### src/rtl/adc_test_pkg.sv
`default_nettype none
// ============================================================================
// Module   : adc_test_pkg
// Purpose  : Shared widths and capture-sequencer state encoding for the ADC
//            test design.
// Revision : 1.0  initial release
// ============================================================================
package adc_test_pkg;

    localparam int PRECISION   = 10;
    localparam int COUNT_WIDTH = 12;

    typedef enum logic [1:0] {
        IDLE    = 2'd0,
        SETTLE  = 2'd1,
        CAPTURE = 2'd2,
        DONE    = 2'd3
    } state_e;

endpackage
`default_nettype wire

### src/rtl/adc_minmax.sv
`default_nettype none
// ============================================================================
// Module   : adc_minmax
// Purpose  : Running unsigned minimum/maximum of strobed ADC codes.
// Revision : 1.0  initial release
// ============================================================================
module adc_minmax #(
    parameter int WIDTH = 10
) (
    input  logic             clk,
    input  logic             rst,
    input  logic             clear_i,
    input  logic             update_i,
    input  logic [WIDTH-1:0] code_i,
    output logic [WIDTH-1:0] min_o,
    output logic [WIDTH-1:0] max_o
);

    logic [WIDTH-1:0] r_min;
    logic [WIDTH-1:0] r_max;

    // Min starts at all-ones so the first strobed code always replaces it.
    always_ff @(posedge clk) begin
        if (rst || clear_i) begin
            r_min <= '1;
            r_max <= '0;
        end else if (update_i) begin
            if (code_i < r_min) r_min <= code_i;
            if (code_i > r_max) r_max <= code_i;
        end
    end

    assign min_o = r_min;
    assign max_o = r_max;

endmodule
`default_nettype wire

### src/rtl/adc_capture_ctrl.sv
`default_nettype none
// ============================================================================
// Module   : adc_capture_ctrl
// Purpose  : Start/settle/capture sequencer driving the ADC sample FIFO write
//            port, with busy/done/overflow status and min/max tracking.
// Revision : 1.0  initial release
// ============================================================================
module adc_capture_ctrl
    import adc_test_pkg::*;
#(
    parameter int SETTLE_CYCLES = 4
) (
    input  logic                   clk,
    input  logic                   rst,
    input  logic                   start,
    input  logic                   abort,
    input  logic [COUNT_WIDTH-1:0] num_samples,
    input  logic [7:0]             decim,
    input  logic [PRECISION-1:0]   adc_code_in,
    input  logic                   fifo_full,
    output logic                   fifo_wr_en,
    output logic [PRECISION-1:0]   fifo_din,
    output logic                   busy,
    output logic                   done,
    output logic                   overflow,
    output logic [COUNT_WIDTH-1:0] sample_count,
    output logic [PRECISION-1:0]   code_min,
    output logic [PRECISION-1:0]   code_max
);

    localparam int c_settle_w = (SETTLE_CYCLES > 1) ? $clog2(SETTLE_CYCLES) : 1;
    localparam logic [c_settle_w-1:0] c_settle_last =
        c_settle_w'((SETTLE_CYCLES > 0) ? SETTLE_CYCLES - 1 : 0);

    state_e                 r_state;
    logic [COUNT_WIDTH-1:0] r_target;
    logic [COUNT_WIDTH-1:0] r_count;
    logic [7:0]             r_decim;
    logic [7:0]             r_decim_cnt;
    logic [c_settle_w-1:0]  r_settle_cnt;
    logic [PRECISION-1:0]   r_din;
    logic                   r_req;
    logic                   r_busy;
    logic                   r_done;
    logic                   r_overflow;

    logic w_accept;
    logic w_slot;
    logic w_last;

    assign w_accept = (r_state == IDLE) && start && !abort;
    assign w_slot   = (r_state == CAPTURE) && (r_decim_cnt == 8'd0) && !abort;
    assign w_last   = (r_count == r_target - COUNT_WIDTH'(1));

    always_ff @(posedge clk) begin
        if (rst) begin
            r_state      <= IDLE;
            r_target     <= '0;
            r_count      <= '0;
            r_decim      <= '0;
            r_decim_cnt  <= '0;
            r_settle_cnt <= '0;
            r_din        <= '0;
            r_req        <= 1'b0;
            r_busy       <= 1'b0;
            r_done       <= 1'b0;
            r_overflow   <= 1'b0;
        end else begin
            r_req  <= 1'b0;
            r_done <= 1'b0;
            if (r_req && fifo_full && !abort) r_overflow <= 1'b1;

            if (abort) begin
                r_state <= IDLE;
                r_busy  <= 1'b0;
            end else begin
                case (r_state)
                    IDLE: begin
                        if (start) begin
                            r_target     <= num_samples;
                            r_decim      <= decim;
                            r_count      <= '0;
                            r_overflow   <= 1'b0;
                            r_decim_cnt  <= '0;
                            r_settle_cnt <= '0;
                            if (num_samples == '0) begin
                                // Empty request completes immediately.
                                r_state <= DONE;
                                r_done  <= 1'b1;
                            end else begin
                                r_busy  <= 1'b1;
                                r_state <= (SETTLE_CYCLES == 0) ? CAPTURE : SETTLE;
                            end
                        end
                    end
                    SETTLE: begin
                        if (r_settle_cnt == c_settle_last) r_state <= CAPTURE;
                        else r_settle_cnt <= r_settle_cnt + 1'b1;
                    end
                    CAPTURE: begin
                        r_decim_cnt <= (r_decim_cnt == r_decim) ? 8'd0 : r_decim_cnt + 8'd1;
                        if (w_slot) begin
                            r_din   <= adc_code_in;
                            r_req   <= 1'b1;
                            r_count <= r_count + COUNT_WIDTH'(1);
                            if (w_last) r_state <= DONE;
                        end
                    end
                    DONE: begin
                        // The final write is still on the port here; done follows it.
                        r_done  <= r_req;
                        r_busy  <= 1'b0;
                        r_state <= IDLE;
                    end
                    default: r_state <= IDLE;
                endcase
            end
        end
    end

    adc_minmax #(
        .WIDTH (PRECISION)
    ) u_minmax (
        .clk      (clk),
        .rst      (rst),
        .clear_i  (w_accept),
        .update_i (w_slot),
        .code_i   (adc_code_in),
        .min_o    (code_min),
        .max_o    (code_max)
    );

    assign fifo_wr_en   = r_req & ~fifo_full;
    assign fifo_din     = r_din;
    assign busy         = r_busy;
    assign done         = r_done;
    assign overflow     = r_overflow;
    assign sample_count = r_count;

endmodule
`default_nettype wire

### config.mk
export PLATFORM = sky130hd
export DESIGN_NAME = adc_capture_ctrl
export DESIGN_NICKNAME = d
export VERILOG_FILES = /design/src/rtl/adc_test_pkg.sv /design/src/rtl/adc_minmax.sv /design/src/rtl/adc_capture_ctrl.sv
export SDC_FILE = /design/constraint.sdc
export NUM_CORES = 1
export LEC_CHECK = 0
export BUFFER_PORTS_ARGS = -buffer_cell sky130_fd_sc_hd__buf_2
export CORE_ASPECT_RATIO = 0.5
export CORE_MARGIN = 3
export CORE_UTILIZATION = 30
export DETAILED_ROUTE_END_ITERATION = 10
export GPL_TIMING_DRIVEN = 0
export HOLD_SLACK_MARGIN = 0.12
export SLEW_MARGIN = 20
export SYNTH_ARGS = -nofsm -noshare
export SYNTH_HDL_FRONTEND = slang
export SYNTH_SLANG_ARGS = --single-unit
### constraint.sdc
create_clock -name clk -period 2.2 [get_ports clk]
set_input_delay 0.11 -clock clk [delete_from_list [all_inputs] [get_ports clk]]
set_output_delay 0.11 -clock clk [all_outputs]
set_load 0.01 [all_outputs]
Word level (Yosys, flattened, before mapping):

Index checks and enable logic that the tools add are counted.

* add/sub/neg operators: 4
* bitwise operators: 4
* order comparisons: 2
* multiplexer cells: 26
* equality and inequality tests: 12
* reduce and logical (&&, ||, !) cells: 25

Operators by type and width (number)
* two-way mux 12 bit: 2
* one-hot mux 12 bit (2 select lines): 1
* two-way mux 8 bit: 2
* one-hot mux 8 bit (2 select lines): 1
* two-way mux 2 bit: 7
* adder 12 x 1 -> 12 bit, second input constant: 1
* == test 12 bit: 1
* zero test 12 bit: 1
* AND reduction 3 bit: 4
* AND reduction 4 bit: 3
* subtractor 12 x 1 -> 12 bit, second input constant: 1
* > comparator 10 bit: 1
* < comparator 10 bit: 1
* != test 2 bit, second input constant: 5
* two-way mux 1 bit: 9
* adder 8 x 1 -> 8 bit, second input constant: 1
* == test 8 bit: 1
* zero test 8 bit: 1
* one-hot mux 2 bit (4 select lines): 1
* == test 2 bit, second input constant: 3
* logical AND 1 bit: 6
* nonzero test 2 bit: 3
* one-hot mux 1 bit (2 select lines): 2
* one-hot mux 2 bit (2 select lines): 1
* 11 further kinds: 14

* input port bits: 35
* output and inout bits: 46
* bits in registers: 78
* word-level logic and storage cells: 86

Depth between registers and ports, before layout:

* depth in word-level cells: 6
* mapped depth: 11
* depth with buffers taken out: 8

Modules after synthesis:

Synthesis repeated with hierarchy kept, for this count alone.

* cells, all modules: 523
* area, all modules: 4299.1 µm²

By module, submodules not included
* adc_capture_ctrl: area an instance 3007.9 µm², cells each 378, times used 1, seq. area each 1161.1 µm²
* adc_minmax: area an instance 1291.2 µm², cells each 145, times used 1, seq. area each 400.4 µm²

Least setup slack after synthesis:

Ideal clock, no wire load.

* kind: reg-to-reg
* start point: register r_state[0]
* end point: register u_minmax.r_min[0], in the netlist u_minmax.min_o[0]
* setup time: 0.150 ns
* arrival time: 2.051 ns
* period minus slack after synthesis: 2.201 ns
* required time: 2.050 ns
* stages on the path, launching flop included: 11
* buffers on the path: 3
* setup slack: -0.001 ns
* cells stage by stage: dfxtp_1 -> inv_1 -> ha_1 -> buf_2 -> nand4bb_4 -> or4_1 -> buf_2 -> a211oi_2 -> o21a_1 -> buf_4 -> o211ai_1

* longest elaborated chain between the ends: 4
* elaborated cells on any way between the ends: 8
* those cells by class: 1 x eq/ne; 7 x reduce/logical

RTL lines
* start, declared: line adc_capture_ctrl.sv:35 `state_e r_state;`
* start signal, assigned: line adc_capture_ctrl.sv:92 `r_state <= (SETTLE_CYCLES == 0) ? CAPTURE : SETTLE;`
* == test 2 bit or zero test 2 bit (tied branches): line adc_capture_ctrl.sv:52, adc_capture_ctrl.sv:51
* logical AND 1 bit (on tied branches) (2 in series): line adc_capture_ctrl.sv:52, adc_capture_ctrl.sv:51
* AND reduction 2 bit (no source line) or logical OR 1 bit (tied branches)
* end signal, assigned: line adc_minmax.sv:28 `if (code_i < r_min) r_min <= code_i;`
* end, declared: line adc_minmax.sv:19 `logic [WIDTH-1:0] r_min;`

Several ways; a longest one is shown, not always the timed one.
A chain may end at the register's enable or synchronous reset.

Worst setup path in the final report:

* start point: register r_state[0]
* end point: register r_count[9], in the netlist sample_count[9]

* longest elaborated chain between the ends: 5
* elaborated cells on any way between the ends: 9
* those cells by class: 3 x eq/ne; 1 x mux; 5 x reduce/logical

RTL lines
* == test 2 bit: line adc_capture_ctrl.sv:52, adc_capture_ctrl.sv:77
* logical AND 1 bit (2 in series): line adc_capture_ctrl.sv:52 `assign w_slot = (r_state == CAPTURE) && (r_decim_cnt == 8'd0) && !abort;`
* != test 2 x 1 -> 1 bit (no source line)
* AND reduction 4 bit (no source line)
* end signal, assigned: line adc_capture_ctrl.sv:105 `r_count <= r_count + COUNT_WIDTH'(1);`
* end, declared: line adc_capture_ctrl.sv:37 `logic [COUNT_WIDTH-1:0] r_count;`

Several ways; a longest one is shown, not always the timed one.

==> metrics <==
outcome complete, but fails checks; failing checks setup timing; final WL 11.8 mm; Pwr Density 590 nW/um^2; GRT Total Usage 15.0%; Initial Util 32.1%; wire length per cell 14.5 microns; crit path capture type register; setup violators final 1; post-route ant nets 0; gpl congestion 0.804; Hold Violations, Final 0; crit path DAT 2.47 ns; M1 GR Usage 19.3%; I/O Buffers 79; CTS tree done; Die Y 90.0 microns; RSZ-0062 raised after global routing yes; Final Skew 0.00936 ns; Distinct cells, synth 52; average size of a mapped cell 8.54 sq um; share of synthesized area occupied by flip-flops and latches 36.9%; root buf cell clkbuf_16; share of layout cells above drive strength 1 23.8%; H-tree levels 3; maximum clock path buffer count 2; Synth area leader dfxtp_1; syn_nets 559; worst setup margin -0.00658 ns; Fmax 453 MHz; nets@finish 689; Worst VDD drop 0.000292 V; sequential standard cell area 1580 sq um; Row Count 29; Pins Over Slew Limit 0; # diodes 0; clk sink count 78; router iterations before antenna repair 4; global-route wire length before repair 19.2 mm; chip width 174 microns; CTS Buf Count 9; die area 15700 sq um; met2 Use GR 24.9%; CP required 2.46 ns; via/cell ratio 4.83; core footprint 13200 sq um; multi-input logic area 2620 sq um; fin crit share 100%; synth top area cells dfxtp_1, ha_1, mux2i_1, a21oi_1, nand2_1; minimum clock period 2.21 ns; HP Class in -> reg; Ys Warns 0; number of global-route vias before repair 3780; Synth top area share 36.9%; pin slew with the least headroom to its limit 0.852 ns; largest net degree at the start of global routing 12; post-detail-place hpwl 8.58 mm; antenna violations before repair 0; gr busiest metal met2; Leak 2.51 nW; CP Max Fanout 4; iteration-0 DRC count of the detailed router 165; grt ovf 0; Worst-path clk slew 0.06 ns; fillers 1337; Syn Inst Count 496; worst-skew pair later-pin latency 0.33 ns; Area growth, synth to finish 35.7%; Max Cap Viol 0; Post-synth EDFFs 0; num ports 81; Synth Register Bits 78; via count 3940; Setup crit start kind register; met3 Usage GRT 4.55%; Synth Flop Type dfxtp_1; Async SR Flop Fraction 0%; Worst slew margin 43.1%; drc violations 0; Post-Syn Area 4240 sq um; power consumption 0.00339 W; Placement Setup Slack -0.298 ns; WS Path Type reg -> reg
-- cell families (layout without fill, tap and decap cells) --
kind of cell	Yosys count	after routing	synth area share [%]
buffers and inverters	57	191	5.61
AOI/OAI and AO/OA	107	107	17.0
adders and majority gates	28	28	8.27
muxes	21	21	4.96
xor gates and xnor gates	30	30	6.20
and+or+nand+nor	175	175	21.1
DFF	78	78	36.9
-- sequential cells by signal (all words and copies together), names as in the netlist --
register	flops
r_state	2
u_minmax.min_o	10
r_decim	8
done	1
r_settle_cnt	2
r_target	12
r_decim_cnt	8
fifo_din	10
r_req	1
u_minmax.max_o	10
sample_count	12
overflow	1
busy	1
-- Yosys cell counts, drive strengths merged (3+ instances only) --
library cell,number
nand2,52
a31oi,3
nand4,6
nor2b,6
a21o,7
inv,33
or4,3
a21oi,39
and3,9
o21ai,12
ha,28
or2,3
mux2i,21
xnor2,21
xor2,9
or3,4
nand2b,6
o21a,3
o41ai,4
nand3,10
buf,8
o211ai,20
nand3b,7
dfxtp,78
nor4,6
a22oi,3
nor3,12
clkbuf,16
nor2,45
-- cell type report --
class	count	area share [%]
clock inverter	1	0.0871
buffer	22	2.20
multi-input combinational	361	45.6
sequential	78	27.4
clock buffer	14	4.59
inverter	33	2.20
timing repair buffer	121	13.9
tap	186	4.05
-- per-stage QoR --
stage	instance area, sq um	setup TNS, ns	cells	utilization (%)	hold WS (ns)
after CTS	5590	-0.00676	815	42.3	0.145
after global routing	5750	-0.725	816	43.5	0.195
final	5750	-0.00658	816	43.5	0.181
after detailed placement	4870	-7.34	761	36.9	0.363
after floorplan	4240	0	496	-	0.246
after global placement	4870	-5.57	761	36.9	0.356
-- routing by layer --
layer,routed length (microns),part of all wire (%),vias up
met5,0,0,-
met1,5650,48,1833
met3,657,5.6,9
met2,5390,46,94
met4,101,0.86,0
li1,-,-,2004
-- power breakdown --
group	total, W	switching [W]	internal, W
registers	0.00148	0.0000346	0.00145
clock network	0.00138	0.000556	0.000819
logic	0.000532	0.000288	0.000244
-- final timing paths --
kind / start / end / slack [ns] / cells after the start
worst max register to register: r_state[0] / sample_count[9] / -0.007 / 7
worst min register to register: overflow / overflow / 0.47 / 2
worst max-delay path: r_state[0] / sample_count[9] / -0.007 / 7
worst min-delay path: abort / r_state[1] / 0.18 / 3
-- what timing repair did --
item                                    CTS  global route
hold endpoints to repair                 41             0
gates cloned                              0             1
pin swaps                                 8             4
gates resized for setup                  22            33
endpoints found under the setup margin   41            38
buffers inserted                          7             1
hold buffers                             33             0
-- placed cells by master, fill, tap and decap left out, drive strengths merged, types with 12 or more instances in the layout --
master / n
buf: 94
inv: 33
o21ai: 12
xnor2: 21
ha: 28
nor3: 12
nand2: 52
a21oi: 39
clkbuf: 30
o211ai: 20
mux2i: 21
dfxtp: 78
dlygate4sd3: 33
nor2: 45
-- worst max-delay path, stage by stage (launching register included) --
cell and delay (ns):
dfxtp_2 0.34, inv_4 0.08, ha_4 0.16, nand4bb_4 0.14, o41ai_4 0.40, or4b_4 0.55, or3_4 0.34, a21oi_2 0.11
Note: power is estimated with default switching activity, not from simulation.
